--- src/rtl/aq_bus_pkg.sv ---
// Shared definitions for the AQ bus initiator.
// Provides command opcode encodings, page-bank codes, the bus-cycle state
// enum and the default parameter values used by aq_bus_initiator.
package aq_bus_pkg;

  typedef enum logic [1:0] {
    OpMemRd   = 2'b00,
    OpMemWr   = 2'b01,
    OpIoWr    = 2'b10,
    OpSetPage = 2'b11
  } cmd_op_e;

  // Bank field of a SET_PAGE command (cmd_data[7:6]).
  localparam logic [1:0] BankNone = 2'b00;
  localparam logic [1:0] BankLo   = 2'b01;
  localparam logic [1:0] BankMid  = 2'b10;
  localparam logic [1:0] BankHi   = 2'b11;

  typedef enum logic [2:0] {
    StIdle,
    StT1,
    StT2,
    StTw,
    StT3
  } state_e;

  localparam int unsigned DefWaitTimeout = 255;
  localparam logic [7:0]  DefPagePort    = 8'hE7;

  // IO_WR and SET_PAGE both run an IO write cycle.
  function automatic logic is_io(cmd_op_e op);
    return (op == OpIoWr) || (op == OpSetPage);
  endfunction

endpackage

--- src/rtl/aq_bus_initiator.sv ---
// AQ bus initiator: turns single commands into Z80-style bus cycles.
// Ports:
//   aq_clk, aq_rst_n            clock (one T-state per cycle), async active-low reset
//   cmd_valid/cmd_ready         command handshake; cmd_op, cmd_addr, cmd_data payload
//   rsp_valid/rsp_data/rsp_err  one-cycle completion pulse with read data / error flag
//   aq_addr, aq_data_o/_oe/_i   address bus and split data bus
//   aq_mreq_n, aq_iorq_n,
//   aq_rd_n, aq_wr_n            active-low strobes
//   aq_wait_n                   active-low wait request
//   lo_page/mid_page/hi_page,
//   hi_enable                   shadow copy of the paged-RAM page register
module aq_bus_initiator
  import aq_bus_pkg::*;
#(
  parameter int unsigned WAIT_TIMEOUT = DefWaitTimeout,
  parameter logic [7:0]  PAGE_PORT    = DefPagePort
) (
  input  logic        aq_clk,
  input  logic        aq_rst_n,
  input  logic        cmd_valid,
  output logic        cmd_ready,
  input  logic [1:0]  cmd_op,
  input  logic [15:0] cmd_addr,
  input  logic [7:0]  cmd_data,
  output logic        rsp_valid,
  output logic [7:0]  rsp_data,
  output logic        rsp_err,
  output logic [15:0] aq_addr,
  output logic [7:0]  aq_data_o,
  output logic        aq_data_oe,
  input  logic [7:0]  aq_data_i,
  output logic        aq_mreq_n,
  output logic        aq_iorq_n,
  output logic        aq_rd_n,
  output logic        aq_wr_n,
  input  logic        aq_wait_n,
  output logic [5:0]  lo_page,
  output logic [5:0]  mid_page,
  output logic [5:0]  hi_page,
  output logic        hi_enable
);

  localparam logic [7:0] TimeoutCnt = 8'(WAIT_TIMEOUT);

  state_e     state;
  cmd_op_e    op_q;
  logic [7:0] data_q;
  logic [7:0] wait_cnt;
  cmd_op_e    op_in;
  logic [7:0] wait_cnt_inc;
  logic       timed_out;

  assign op_in        = cmd_op_e'(cmd_op);
  assign cmd_ready    = (state == StIdle);
  assign wait_cnt_inc = (wait_cnt >= TimeoutCnt) ? wait_cnt : wait_cnt + 8'd1;
  // The counter only moves on wait-extension TWs, so a zero count in TW is the
  // mandatory IO wait state and never an abort.
  assign timed_out    = (wait_cnt != 8'd0) && (wait_cnt >= TimeoutCnt);

  always_ff @(posedge aq_clk or negedge aq_rst_n) begin
    if (!aq_rst_n) begin
      state      <= StIdle;
      op_q       <= OpMemRd;
      data_q     <= '0;
      wait_cnt   <= '0;
      aq_addr    <= '0;
      aq_data_o  <= '0;
      aq_data_oe <= 1'b0;
      aq_mreq_n  <= 1'b1;
      aq_iorq_n  <= 1'b1;
      aq_rd_n    <= 1'b1;
      aq_wr_n    <= 1'b1;
      rsp_valid  <= 1'b0;
      rsp_err    <= 1'b0;
      rsp_data   <= '0;
      lo_page    <= '0;
      mid_page   <= '0;
      hi_page    <= '0;
      hi_enable  <= 1'b0;
    end else begin
      rsp_valid <= 1'b0;
      rsp_err   <= 1'b0;
      case (state)
        StIdle: begin
          if (cmd_valid) begin
            op_q     <= op_in;
            data_q   <= cmd_data;
            wait_cnt <= '0;
            if (op_in == OpSetPage && cmd_data[7:6] == BankNone) begin
              // Bank 00 is not a real page register: reject without a bus cycle.
              rsp_valid <= 1'b1;
              rsp_err   <= 1'b1;
            end else begin
              state      <= StT1;
              aq_addr    <= (op_in == OpSetPage) ? {8'h00, PAGE_PORT} : cmd_addr;
              aq_data_o  <= cmd_data;
              aq_mreq_n  <= is_io(op_in);
              aq_rd_n    <= (op_in != OpMemRd);
              aq_data_oe <= (op_in == OpMemWr);
            end
          end
        end
        StT1: begin
          state <= StT2;
          if (is_io(op_q)) begin
            aq_iorq_n  <= 1'b0;
            aq_wr_n    <= 1'b0;
            aq_data_oe <= 1'b1;
          end else if (op_q == OpMemWr) begin
            aq_wr_n <= 1'b0;
          end
        end
        StT2: begin
          if (!aq_wait_n) begin
            state    <= StTw;
            wait_cnt <= wait_cnt_inc;
          end else if (is_io(op_q)) begin
            state <= StTw;
          end else begin
            state <= StT3;
          end
        end
        StTw: begin
          if (timed_out) begin
            state      <= StIdle;
            wait_cnt   <= '0;
            aq_mreq_n  <= 1'b1;
            aq_iorq_n  <= 1'b1;
            aq_rd_n    <= 1'b1;
            aq_wr_n    <= 1'b1;
            aq_data_oe <= 1'b0;
            rsp_valid  <= 1'b1;
            rsp_err    <= 1'b1;
          end else if (!aq_wait_n) begin
            wait_cnt <= wait_cnt_inc;
          end else begin
            state <= StT3;
          end
        end
        StT3: begin
          state      <= StIdle;
          wait_cnt   <= '0;
          aq_mreq_n  <= 1'b1;
          aq_iorq_n  <= 1'b1;
          aq_rd_n    <= 1'b1;
          aq_wr_n    <= 1'b1;
          aq_data_oe <= 1'b0;
          rsp_valid  <= 1'b1;
          if (op_q == OpMemRd) begin
            rsp_data <= aq_data_i;
          end
          if (op_q == OpSetPage) begin
            case (data_q[7:6])
              BankLo:  lo_page  <= data_q[5:0];
              BankMid: mid_page <= data_q[5:0];
              BankHi: begin
                hi_page   <= data_q[5:0];
                hi_enable <= 1'b1;
              end
              default: ;
            endcase
          end
        end
        default: state <= StIdle;
      endcase
    end
  end

endmodule

--- config.mk ---
export PLATFORM = sky130hd
export DESIGN_NAME = aq_bus_initiator
export DESIGN_NICKNAME = d
export VERILOG_FILES = /design/src/rtl/aq_bus_pkg.sv /design/src/rtl/aq_bus_initiator.sv
export SDC_FILE = /design/constraint.sdc
export NUM_CORES = 1
export LEC_CHECK = 0
export ABC_AREA = 0
export BUFFER_PORTS_ARGS = -buffer_cell sky130_fd_sc_hd__buf_2
export CORE_MARGIN = 8
export CORE_UTILIZATION = 46
export DETAILED_ROUTE_END_ITERATION = 6
export MAX_ROUTING_LAYER = met4
export PLACE_DENSITY_LB_ADDON = 0.08
export SLEW_MARGIN = 15
export SYNTH_ARGS = -nofsm -noshare
export SYNTH_HDL_FRONTEND = slang
export SYNTH_SLANG_ARGS = --single-unit
--- constraint.sdc ---
create_clock -name aq_clk -period 1.8 [get_ports aq_clk]
set_input_delay 0.45 -clock aq_clk [delete_from_list [all_inputs] [get_ports aq_clk]]
set_output_delay 0.45 -clock aq_clk [all_outputs]
set_load 0.05 [all_outputs]
==> flow_metrics.env <==
export IMPL_synth_cell_area_mm2=0.00336
export IMPL_final_common_cell="buf_2"
export IMPL_slew_viol_final=0
export IMPL_whs_ps=34.0
export IMPL_ctsHtreeMaxLevel=3
export IMPL_initial_core_util=0.468
export IMPL_antenna_found_initial=0
export IMPL_multiInputGateArea_mm2=0.00132
export IMPL_grt_pass1_wl_um=14000
export IMPL_area_growth_syn_to_layout_pct=30.3
export IMPL_min_path_type="in2async"
export IMPL_crit_fanout=12
export IMPL_io_pins=97
export IMPL_layout_area_seq_mm2=0.00198
export IMPL_slew_headroom=0.713
export IMPL_port_buffers=96
export IMPL_crit_chain="buf_6 > nor3_4 > buf_6"
export IMPL_cts_hold_buf=0
export IMPL_diodes=0
export IMPL_path_clk_slew_ps=80
export IMPL_rr_worst_depth=4
export IMPL_cp_slowest_cell="dfrtp_1"
export IMPL_max_stage_delay_ps=400
export IMPL_grt_max_degree=32
export IMPL_syn_area_per_cell_um2=11.0
export IMPL_skew_ps=11.0
export IMPL_fin_tns_setup_ps=0
export IMPL_grt_overflow=0
export IMPL_die_w_um=101
export IMPL_setup_violations_final=0
export IMPL_grtUsageTotal=0.179
export IMPL_max_freq_mhz=573
export IMPL_path_depth=3
export IMPL_p_total_w=0.00834
export IMPL_p_leak_nw=2.24
export IMPL_fp_dieH_um=101
export IMPL_fin_nets=462
export IMPL_instances_no_fill=526
export IMPL_synthFlopType="dfrtp_1"
export IMPL_synth_distinct_cells=45
export IMPL_fin_ws_ps=55.7
export IMPL_first_iter_violations=102
export IMPL_critical_path_arrival_ps=1290
export IMPL_synthCells=304
export IMPL_fillers=625
export IMPL_cts_sinks=79
export IMPL_dp_hpwl_um=6380
export IMPL_finalWirelength_um=8390
export IMPL_ys_seq_elements=79
export IMPL_placed_cells=509
export IMPL_synth_fp_nets=344
export IMPL_die_area_mm2=0.0103
export IMPL_num_rows=31
export IMPL_ys_seq_area_frac=0.590
export IMPL_cp_required_ps=1350
export IMPL_critPathCaptureType="output port"
export IMPL_critPathBufInv=2
export IMPL_synth_edf_count=0
export IMPL_path_common_cell="buf_6"
export IMPL_worst_path_dominant_cell_family="flip-flops"
export IMPL_core_area_mm2=0.00718
export IMPL_final_cell_mix="94 x buf_2, 75 x dfrtp_1, 71 x nand2_1, 26 x mux2_2, 21 x buf_4"
export IMPL_cts_buffers_inserted=9
export IMPL_drtPass1Iterations=4
export IMPL_grt_pass1_vias=2868
export IMPL_routabilityCongestion=0.803
export IMPL_worst_slew_pin_slew_ps=430
export IMPL_pre_cts_slack_ps=0.761
export IMPL_ant_nets=0
export IMPL_power_density_mw_per_mm2=1910
export IMPL_vias_per_cell=5.16
export IMPL_synthArstFlopShare=1.00
export IMPL_cp_start_kind="flop"
export IMPL_root_buffer="clkbuf_8"
export IMPL_clkLatencyLatePin_ps=350
export IMPL_status="finished clean"
export IMPL_wl_per_cell_um=16.0
export IMPL_yosysWarnings=0
export IMPL_num_vias=2715
export IMPL_drc=0
export IMPL_layout_drive_gt1_share=0.412
export IMPL_hold_viol=0
export IMPL_clock_path_buffers=2
export IMPL_cap_violations=0
export IMPL_period_needed_ps=1740
export IMPL_crit_type="reg2out"
export IMPL_min_period_over_period=0.969
export IMPL_ir_drop_uv=1180
export IMPL_rsz0062_at_grt="false"
export IMPL_cts_tree="built"
-- worst paths after layout --
path,startpoint,end,slack (ps)
max in group asynchronous,aq_rst_n,aq_iorq_n,1200
worst max register to register,state[1],lo_page[1],80
worst min-delay path,aq_rst_n,hi_enable,30
worst max-delay path,state[0],cmd_ready,60
worst min register to register,aq_addr[9],aq_addr[9],470
min in group aq_clk,cmd_data[4],data_q[4],310
-- per-stage QoR --
step	util	cell area (um^2)
floorplan	-	3370
global placement	0.575	4130
detailed placement	0.575	4130
CTS	0.607	4360
global route	0.610	4380
finish	0.610	4380
-- cells in the mapped netlist, types with 2 or more instances --
library cell / n / area [um^2]
a21oi_1: 13 / 65.1
a211oi_1: 2 / 15.0
a31oi_1: 3 / 18.8
mux2_2: 26 / 293
nor3_1: 4 / 20.0
nand2b_1: 4 / 25.0
and2_1: 2 / 12.5
o211ai_1: 5 / 37.5
nand3_1: 13 / 65.1
o22a_1: 7 / 61.3
o21ai_0: 13 / 65.1
nand4_1: 2 / 12.5
a22o_1: 4 / 35.0
dfstp_2: 4 / 105
buf_2: 5 / 25.0
nor2b_1: 2 / 12.5
a31o_2: 2 / 17.5
dfrtp_1: 75 / 1880
ha_1: 2 / 25.0
clkbuf_1: 8 / 30.0
nor2_1: 7 / 26.3
o31ai_1: 2 / 15.0
nand2_1: 71 / 267
inv_1: 7 / 26.3
-- routing by layer --
| layer | wire length, um | vias to the layer above | GRT usage |
|---|---|---|---|
| met1 | 3620 | 1317 | 0.212 |
| met5 | 0 | - | - |
| met3 | 514 | 17 | 0.0419 |
| met2 | 4110 | 71 | 0.289 |
| li1 | - | 1310 | - |
| met4 | 152 | 0 | 0.0687 |
-- registers in the layout (all words and copies together) (netlist names), 3 cells and up --
signal	count
aq_addr	16
aq_data_o	8
data_q	8
hi_page	6
lo_page	6
mid_page	6
rsp_data	8
state	3
wait_cnt	8
-- where the power goes --
group          internal [W]  leakage (nW)  total [W]  switching, W
Sequential          0.00244          1.00    0.00284      0.000394
Combinational       0.00118          1.13    0.00406       0.00288
Clock              0.000789         0.103    0.00145      0.000657
Total               0.00441          2.24    0.00834       0.00393
-- kinds of logic after synthesis --
logic type | share of synthesized area
simple gates | 0.167
flops | 0.590
compound gates | 0.123
mux | 0.0872
buf+inv | 0.0242
fa+ha+maj | 0.00745
-- cell type report --
type                       instances  area share
multi-input combinational        205       0.302
clock inverter                     6      0.0212
clock buffer                      10      0.0292
sequential                        79       0.453
tap                               99      0.0283
timing repair buffer             120       0.160
inverter                           7     0.00601
-- what timing repair did --
| action | CTS | global route |
|---|---|---|
| setup endpoints to repair | 5 | 5 |
| buffers inserted | 0 | 1 |
| resized for setup | 3 | 3 |
| pin swaps | 1 | 1 |
No activity file was read; power rests on OpenSTA's default activity.
